[config.mk]
export PLATFORM = sky130hd
export DESIGN_NAME = sum_display_driver
export DESIGN_NICKNAME = d
export VERILOG_FILES = /design/src/rtl/sum_display_driver.sv
export SDC_FILE = /design/constraint.sdc
export NUM_CORES = 1
export LEC_CHECK = 0
export CORE_MARGIN = 8
export CORE_UTILIZATION = 35
export CTS_CLUSTER_SIZE = 40
export DETAILED_ROUTE_END_ITERATION = 7
export GPL_TIMING_DRIVEN = 1
export HOLD_SLACK_MARGIN = 0.1
export PLACE_DENSITY = 0.57
export REMOVE_ABC_BUFFERS = 1
export SYNTH_ARGS = -nofsm -noshare
export SYNTH_HDL_FRONTEND = slang
export SYNTH_SLANG_ARGS = --single-unit
[constraint.sdc]
create_clock -name clk -period 6.7 [get_ports clk]
set_input_delay 1.34 -clock clk [delete_from_list [all_inputs] [get_ports clk]]
set_output_delay 1.34 -clock clk [all_outputs]
set_load 0.01 [all_outputs]
[src/rtl/sum_display_driver.sv]
// ---------------------------------------------------------------------------
// sum_display_driver
//
// Shows the 5-bit result of a 4-bit adder ({cout, s}, 0..31) on a
// multiplexed 4-digit common-anode 7-segment display. The display can be
// decimal (two digits, 0..31) or hexadecimal (two digits, 00..1F). A leading
// zero on digit 1 is blanked, and digits 2 and 3 are always dark. Each digit
// slot lasts REFRESH_DIV clocks. All anodes are held off for the first
// BLANK_CYC clocks of every slot so the previous digit's segments do not
// ghost onto the next digit.
//
// Parameters
//   REFRESH_DIV : clocks per digit slot (>= 2)
//   BLANK_CYC   : anode-off guard clocks at the start of each slot
//                 (0 <= BLANK_CYC < REFRESH_DIV)
//
// Ports
//   clk      in   system clock, rising edge
//   reset    in   asynchronous, active-high reset
//   s        in   [3:0] adder sum bits
//   cout     in   adder carry-out
//   load     in   capture strobe for s, cout and hex_mode
//   hex_mode in   1 = hexadecimal display, 0 = decimal display
//   seg      out  [6:0] active-low cathodes {g,f,e,d,c,b,a}, registered
//   an       out  [3:0] active-low anodes, an[0] = rightmost digit, registered
//   cout_led out  captured carry, active-high, registered
// ---------------------------------------------------------------------------
module sum_display_driver #(
    parameter int REFRESH_DIV = 50000,
    parameter int BLANK_CYC   = 500
) (
    input  logic       clk,
    input  logic       reset,
    input  logic [3:0] s,
    input  logic       cout,
    input  logic       load,
    input  logic       hex_mode,
    output logic [6:0] seg,
    output logic [3:0] an,
    output logic       cout_led
);

    localparam int PW = (REFRESH_DIV > 1) ? $clog2(REFRESH_DIV) : 1;

    localparam logic [6:0] SEG_BLANK = 7'b1111111;
    localparam logic [3:0] AN_OFF    = 4'b1111;

    typedef enum logic [1:0] {
        DIG0,
        DIG1,
        DIG2,
        DIG3
    } scan_t;

    logic [4:0]    value;   // captured {cout, s}
    logic          mode;    // captured hex_mode
    logic [PW-1:0] presc;   // position within the current digit slot
    scan_t         state;   // digit slot being driven

    logic       tick;
    logic       guard;
    logic [1:0] tens;
    logic [3:0] d0;
    logic [3:0] d1;
    logic [6:0] digit_seg;
    logic [3:0] digit_an;

    // Standard active-low hex font, bit order {g,f,e,d,c,b,a}.
    function automatic logic [6:0] hex7(input logic [3:0] d);
        case (d)
            4'h0: hex7 = 7'b1000000;
            4'h1: hex7 = 7'b1111001;
            4'h2: hex7 = 7'b0100100;
            4'h3: hex7 = 7'b0110000;
            4'h4: hex7 = 7'b0011001;
            4'h5: hex7 = 7'b0010010;
            4'h6: hex7 = 7'b0000010;
            4'h7: hex7 = 7'b1111000;
            4'h8: hex7 = 7'b0000000;
            4'h9: hex7 = 7'b0010000;
            4'hA: hex7 = 7'b0001000;
            4'hB: hex7 = 7'b0000011;
            4'hC: hex7 = 7'b1000110;
            4'hD: hex7 = 7'b0100001;
            4'hE: hex7 = 7'b0000110;
            default: hex7 = 7'b0001110;
        endcase
    endfunction

    assign tick  = (presc == PW'(REFRESH_DIV - 1));
    assign guard = (presc < PW'(BLANK_CYC));

    // Digit values and the pattern for the slot currently being scanned.
    // The result is registered below, so the pins see it one clock later.
    always_comb begin
        // NOTE: every output of this block gets a default first, so no path
        // can leave a value unassigned and infer a latch.
        tens      = 2'd0;
        d0        = 4'd0;
        d1        = 4'd0;
        digit_seg = SEG_BLANK;
        digit_an  = AN_OFF;

        // value is at most 31, so the tens digit is found by range compares
        // instead of a divider.
        if (value >= 5'd30)      tens = 2'd3;
        else if (value >= 5'd20) tens = 2'd2;
        else if (value >= 5'd10) tens = 2'd1;

        if (mode) begin
            d0 = value[3:0];
            d1 = {3'b000, value[4]};
        end else begin
            d0 = 4'(value - 5'(tens) * 5'd10);
            d1 = {2'b00, tens};
        end

        case (state)
            DIG0: begin
                digit_seg = hex7(d0);
                digit_an  = 4'b1110;
            end
            DIG1: begin
                digit_seg = (d1 == 4'd0) ? SEG_BLANK : hex7(d1);
                digit_an  = 4'b1101;
            end
            DIG2: begin
                digit_seg = SEG_BLANK;
                digit_an  = 4'b1011;
            end
            default: begin
                digit_seg = SEG_BLANK;
                digit_an  = 4'b0111;
            end
        endcase

        // Anti-ghosting guard at the head of every slot.
        if (guard) digit_an = AN_OFF;
    end

    // Capture registers, prescaler, scan FSM and registered outputs.
    // Reset wins over a simultaneous load, so that capture is discarded.
    always_ff @(posedge clk or posedge reset) begin
        // NOTE: state is updated with non-blocking assignments so every
        // right-hand side reads the value from before this edge.
        if (reset) begin
            value    <= 5'd0;
            mode     <= 1'b0;
            presc    <= '0;
            state    <= DIG0;
            seg      <= SEG_BLANK;
            an       <= AN_OFF;
            cout_led <= 1'b0;
        end else begin
            if (load) begin
                value <= {cout, s};
                mode  <= hex_mode;
            end

            if (tick) begin
                presc <= '0;
                case (state)
                    DIG0:    state <= DIG1;
                    DIG1:    state <= DIG2;
                    DIG2:    state <= DIG3;
                    default: state <= DIG0;
                endcase
            end else begin
                presc <= presc + 1'b1;
            end

            seg      <= digit_seg;
            an       <= digit_an;
            cout_led <= value[4];
        end
    end

endmodule

==> summary.md <==
| Metric | Value |
|---|---|
| Met2 routing resource usage after global routing | `16.9%` |
| Max Fclk | `345 MHz` |
| Run status | `complete, no violations` |
| Root Buffer Master | `sky130_fd_sc_hd__clkbuf_8` |
| Number of hold-slack violations in the final timing report | `0` |
| Wire length reported by the detailed router | `3.88 mm` |
| Global-route total usage across every layer | `9.85%` |
| Placed Instances | `285` |
| Pre-Repair DR Iteration Count | `4` |
| Sequential area share after synthesis | `44.6%` |
| Number of setup buffers added after CTS | `0` |
| Most congested layer reported by global routing | `met2` |
| Fraction of power consumed by combinational cells | `23.7%` |
| Starting DRC count in detailed routing | `48` |
| Leading cell type in the layout, fill and taps excluded | `sky130_fd_sc_hd__dfrtp_1` |
| Kind of start point of the critical path | `register` |
| Max Fanout on Critical Path | `9` |
| Maximum number of pins on one net before global-route repair | `37` |
| Number of primary I/O pins | `21` |
| Core footprint | `0.00578 mm²` |
| Clock tree buffer depth | `2` |
| Final cell utilization of the core | `41.7%` |
| Fraction of final layout cells with drive strength greater than 1 | `20.6%` |
| Die area | `0.00856 mm²` |
| P_leak | `0.998 nW` |
| Clock share of power | `32.7%` |
| Initial standard-cell utilization of the core | `35.5%` |
| Number of CTS-inserted buffers | `5` |
| Number of design rule violations left after detail routing | `0` |
| Average detailed-routed wire length per instance | `13.2 µm` |
| Via count of the first global-routing pass | `1,534` |
| Clock transition at the registers of the reported paths | `80 ps` |
| Internal power summed over all cells | `0.426 mW` |
| Seq pwr share | `43.5%` |
| Number of cells on the worst hold path | `1` |
| Largest delay share family, worst path | `compound AO/OA/AOI/OAI gates` |
| Most frequently used flop master after synthesis | `sky130_fd_sc_hd__dfrtp_1` |
| Number of max-cap violations | `0` |
| Share of the clock period used by the worst path | `43.3%` |
| Kind of path behind the tightest hold check | `reg2reg` |
| Count of final max-slew check failures | `0` |
| Post-synth EDFFs | `0` |
| Total grt overflow | `0` |
| Final total negative setup slack | `0 ps` |
| Switching power of the nets | `0.164 mW` |
| Setup skew after layout | `4.75 ps` |
| Routing usage on met3 | `2.91%` |
| ANT nets after route | `0` |
| Remaining max-slew budget at the tightest pin | `36.1%` |
| Worst path cell trace | `inv_1, maj3_1, a22o_1, ha_1, fa_1, a21boi_1, o311ai_4, o21a_1, mux2i_1, o31ai_1` |
| Delay of the slowest cell on the worst path | `460 ps` |
| Clock sink total | `36` |
| Most used cells in the layout excluding fill and tap cells | `sky130_fd_sc_hd__dfrtp_1 (25), sky130_fd_sc_hd__clkdlybuf4s50_1 (20), sky130_fd_sc_hd__nand2_1 (18)` |
| Port-buffer cells | `20` |
| Vertical die dimension | `92.5 µm` |
| Critical path data arrival time | `3090 ps` |
| Met1 track demand over resource in global routing | `11.1%` |
| Slew of the pin with the lowest slew margin | `951 ps` |
| TritonCTS clock tree | `done` |
| Multi-input gate area | `0.00105 mm²` |
| Kind of end point of the critical path | `register` |
| Cell type of the slowest stage on the worst timing path | `sky130_fd_sc_hd__dfrtp_1` |
| Register-to-Register Path Depth | `10` |
| Total number of yosys warnings | `0` |
| Cell area power density | `244 mW/mm²` |
| Diodes inserted | `0` |
| Final layout net count | `236` |
| Later-pin clock latency in the skew report | `290 ps` |
| Post-layout min period | `2900 ps` |
| CTS HTree Levels | `2` |
| Quantity of gates resized following cts | `0` |
| Synth Register Bits | `36` |
| Type of the worst setup path | `reg2reg` |
| Largest voltage drop on the vdd net | `0.000125 V` |
| Setup repair after global routing missed its margin | `false` |
| Sequential cell area | `915 µm²` |
| Final estimated routing congestion in global placement | `0.793` |
| Unique cell type count in the Yosys netlist | `46` |
| Number of antenna violations at the first check in global routing | `0` |
| Number of buffers inserted by hold repair at cts | `0` |
| Final cell count without fillers | `293` |
| Width of the chip | `92.5 µm` |
| Register-to-register setup slack | `3800 ps` |
| Area grow syn2layout | `17.6%` |
| First-pass GRT wire length | `6.86 mm` |
| Count of cell instances traversed by the critical path | `10` |
| Total number of placement rows | `28` |
| Data required, critical path | `6890 ps` |
| Final setup fails | `0` |
| Share of flip-flops with an asynchronous set or reset | `100%` |
| Post-Syn Instances | `195` |
| CP Buf/Inv Count | `1` |
| Filler instances | `586` |
| Netlist Area Pre-Place | `0.00205 mm²` |
| Avg Cell Area, Syn | `10.5 µm²` |
| Via count | `1,493` |
| Share of total power consumed by net switching | `27.8%` |
| Post-detailed-placement half-perimeter wirelength | `2.81 mm` |
| Routed vias/inst | `5.10` |
## routing by layer
metal	wire, µm	up-vias
met4	69	0
met5	0	-
met1	1750	741
li1	-	723
met2	1920	20
met3	131	9
## layout make-up
type | count | area share (%)
Tap cell | 75 | 3.89
Clock buffer | 5 | 2.85
Inverter | 10 | 1.56
Timing Repair Buffer | 21 | 8.61
Sequential cell | 36 | 37.9
Multi-Input combinational cell | 143 | 43.4
Clock inverter | 3 | 1.76
## sequential cells by signal, summed over array words and instances (netlist names)
name,flops
mode,1
cout_led,1
state,2
presc,16
an,4
value,5
seg,7
## kinds of logic after synthesis
logic type / Yosys count / share of synthesized area (%)
AND/OR/NAND/NOR: 76 / 20.0
XOR/XNOR: 15 / 6.41
buffers and inverters: 16 / 4.39
flip-flops: 36 / 44.6
adder cells (fa/ha/maj): 12 / 7.44
multiplexers: 10 / 5.55
AO/OA/AOI/OAI: 30 / 11.6
## worst paths after layout
kind                            from   endpoint
max                         value[4]     seg[6]
min                        presc[11]  presc[11]
min reg2reg                presc[11]  presc[11]
min in group asynchronous      reset  presc[10]
max reg2reg                 value[4]     seg[6]
max in group asynchronous      reset     seg[6]
## Yosys cell counts, types with 3 or more instances
cell type | count | area share (%)
sky130_fd_sc_hd__nand3_1 | 13 | 3.2
sky130_fd_sc_hd__mux2_2 | 4 | 2.2
sky130_fd_sc_hd__nand4_1 | 5 | 1.5
sky130_fd_sc_hd__o21ai_2 | 3 | 1.3
sky130_fd_sc_hd__dfstp_2 | 11 | 14
sky130_fd_sc_hd__nor2_1 | 14 | 2.6
sky130_fd_sc_hd__nor2b_1 | 5 | 1.5
sky130_fd_sc_hd__ha_1 | 9 | 5.5
sky130_fd_sc_hd__mux2i_1 | 4 | 2.0
sky130_fd_sc_hd__nand2_1 | 18 | 3.3
sky130_fd_sc_hd__nor2_2 | 8 | 2.4
sky130_fd_sc_hd__dfrtp_1 | 25 | 31
sky130_fd_sc_hd__xor2_1 | 6 | 2.6
sky130_fd_sc_hd__o211ai_1 | 3 | 1.1
sky130_fd_sc_hd__xnor2_1 | 9 | 3.8
sky130_fd_sc_hd__o21ai_0 | 6 | 1.5
sky130_fd_sc_hd__buf_6 | 4 | 2.2
sky130_fd_sc_hd__inv_1 | 9 | 1.6
## worst reg2reg max path, stage by stage (launching register included)
cell	delay (ps)
sky130_fd_sc_hd__dfrtp_1	460
sky130_fd_sc_hd__inv_1	120
sky130_fd_sc_hd__maj3_1	360
sky130_fd_sc_hd__a22o_1	220
sky130_fd_sc_hd__ha_1	200
sky130_fd_sc_hd__fa_1	400
sky130_fd_sc_hd__a21boi_1	170
sky130_fd_sc_hd__o311ai_4	90
sky130_fd_sc_hd__o21a_1	380
sky130_fd_sc_hd__mux2i_1	120
sky130_fd_sc_hd__o31ai_1	260
## metrics by stage
step / setup slack [ps] / power, mW / cell area (µm²) / hold slack, ps
after floorplan: 4140 / 0.347 / 2000 / 443
after global placement: 3920 / 0.401 / 2300 / 469
after detailed placement: 3860 / 0.402 / 2300 / 487
after CTS: 3830 / 0.599 / 2410 / 502
after global routing: 3680 / 0.618 / 2410 / 515
final: 3800 / 0.589 / 2410 / 495
## power by group through the flow
stage / Sequential [mW] / Clock (mW) / Combinational, mW
6_report: 0.257 / 0.193 / 0.140
5_1_grt: 0.259 / 0.206 / 0.154
4_1_cts: 0.257 / 0.200 / 0.142
3_5_place_dp: 0.261 / 0 / 0.141
3_3_place_gp: 0.261 / 0 / 0.140
2_1_floorplan: 0.268 / 0 / 0.0794
No activity file was read; power rests on OpenSTA's default activity.
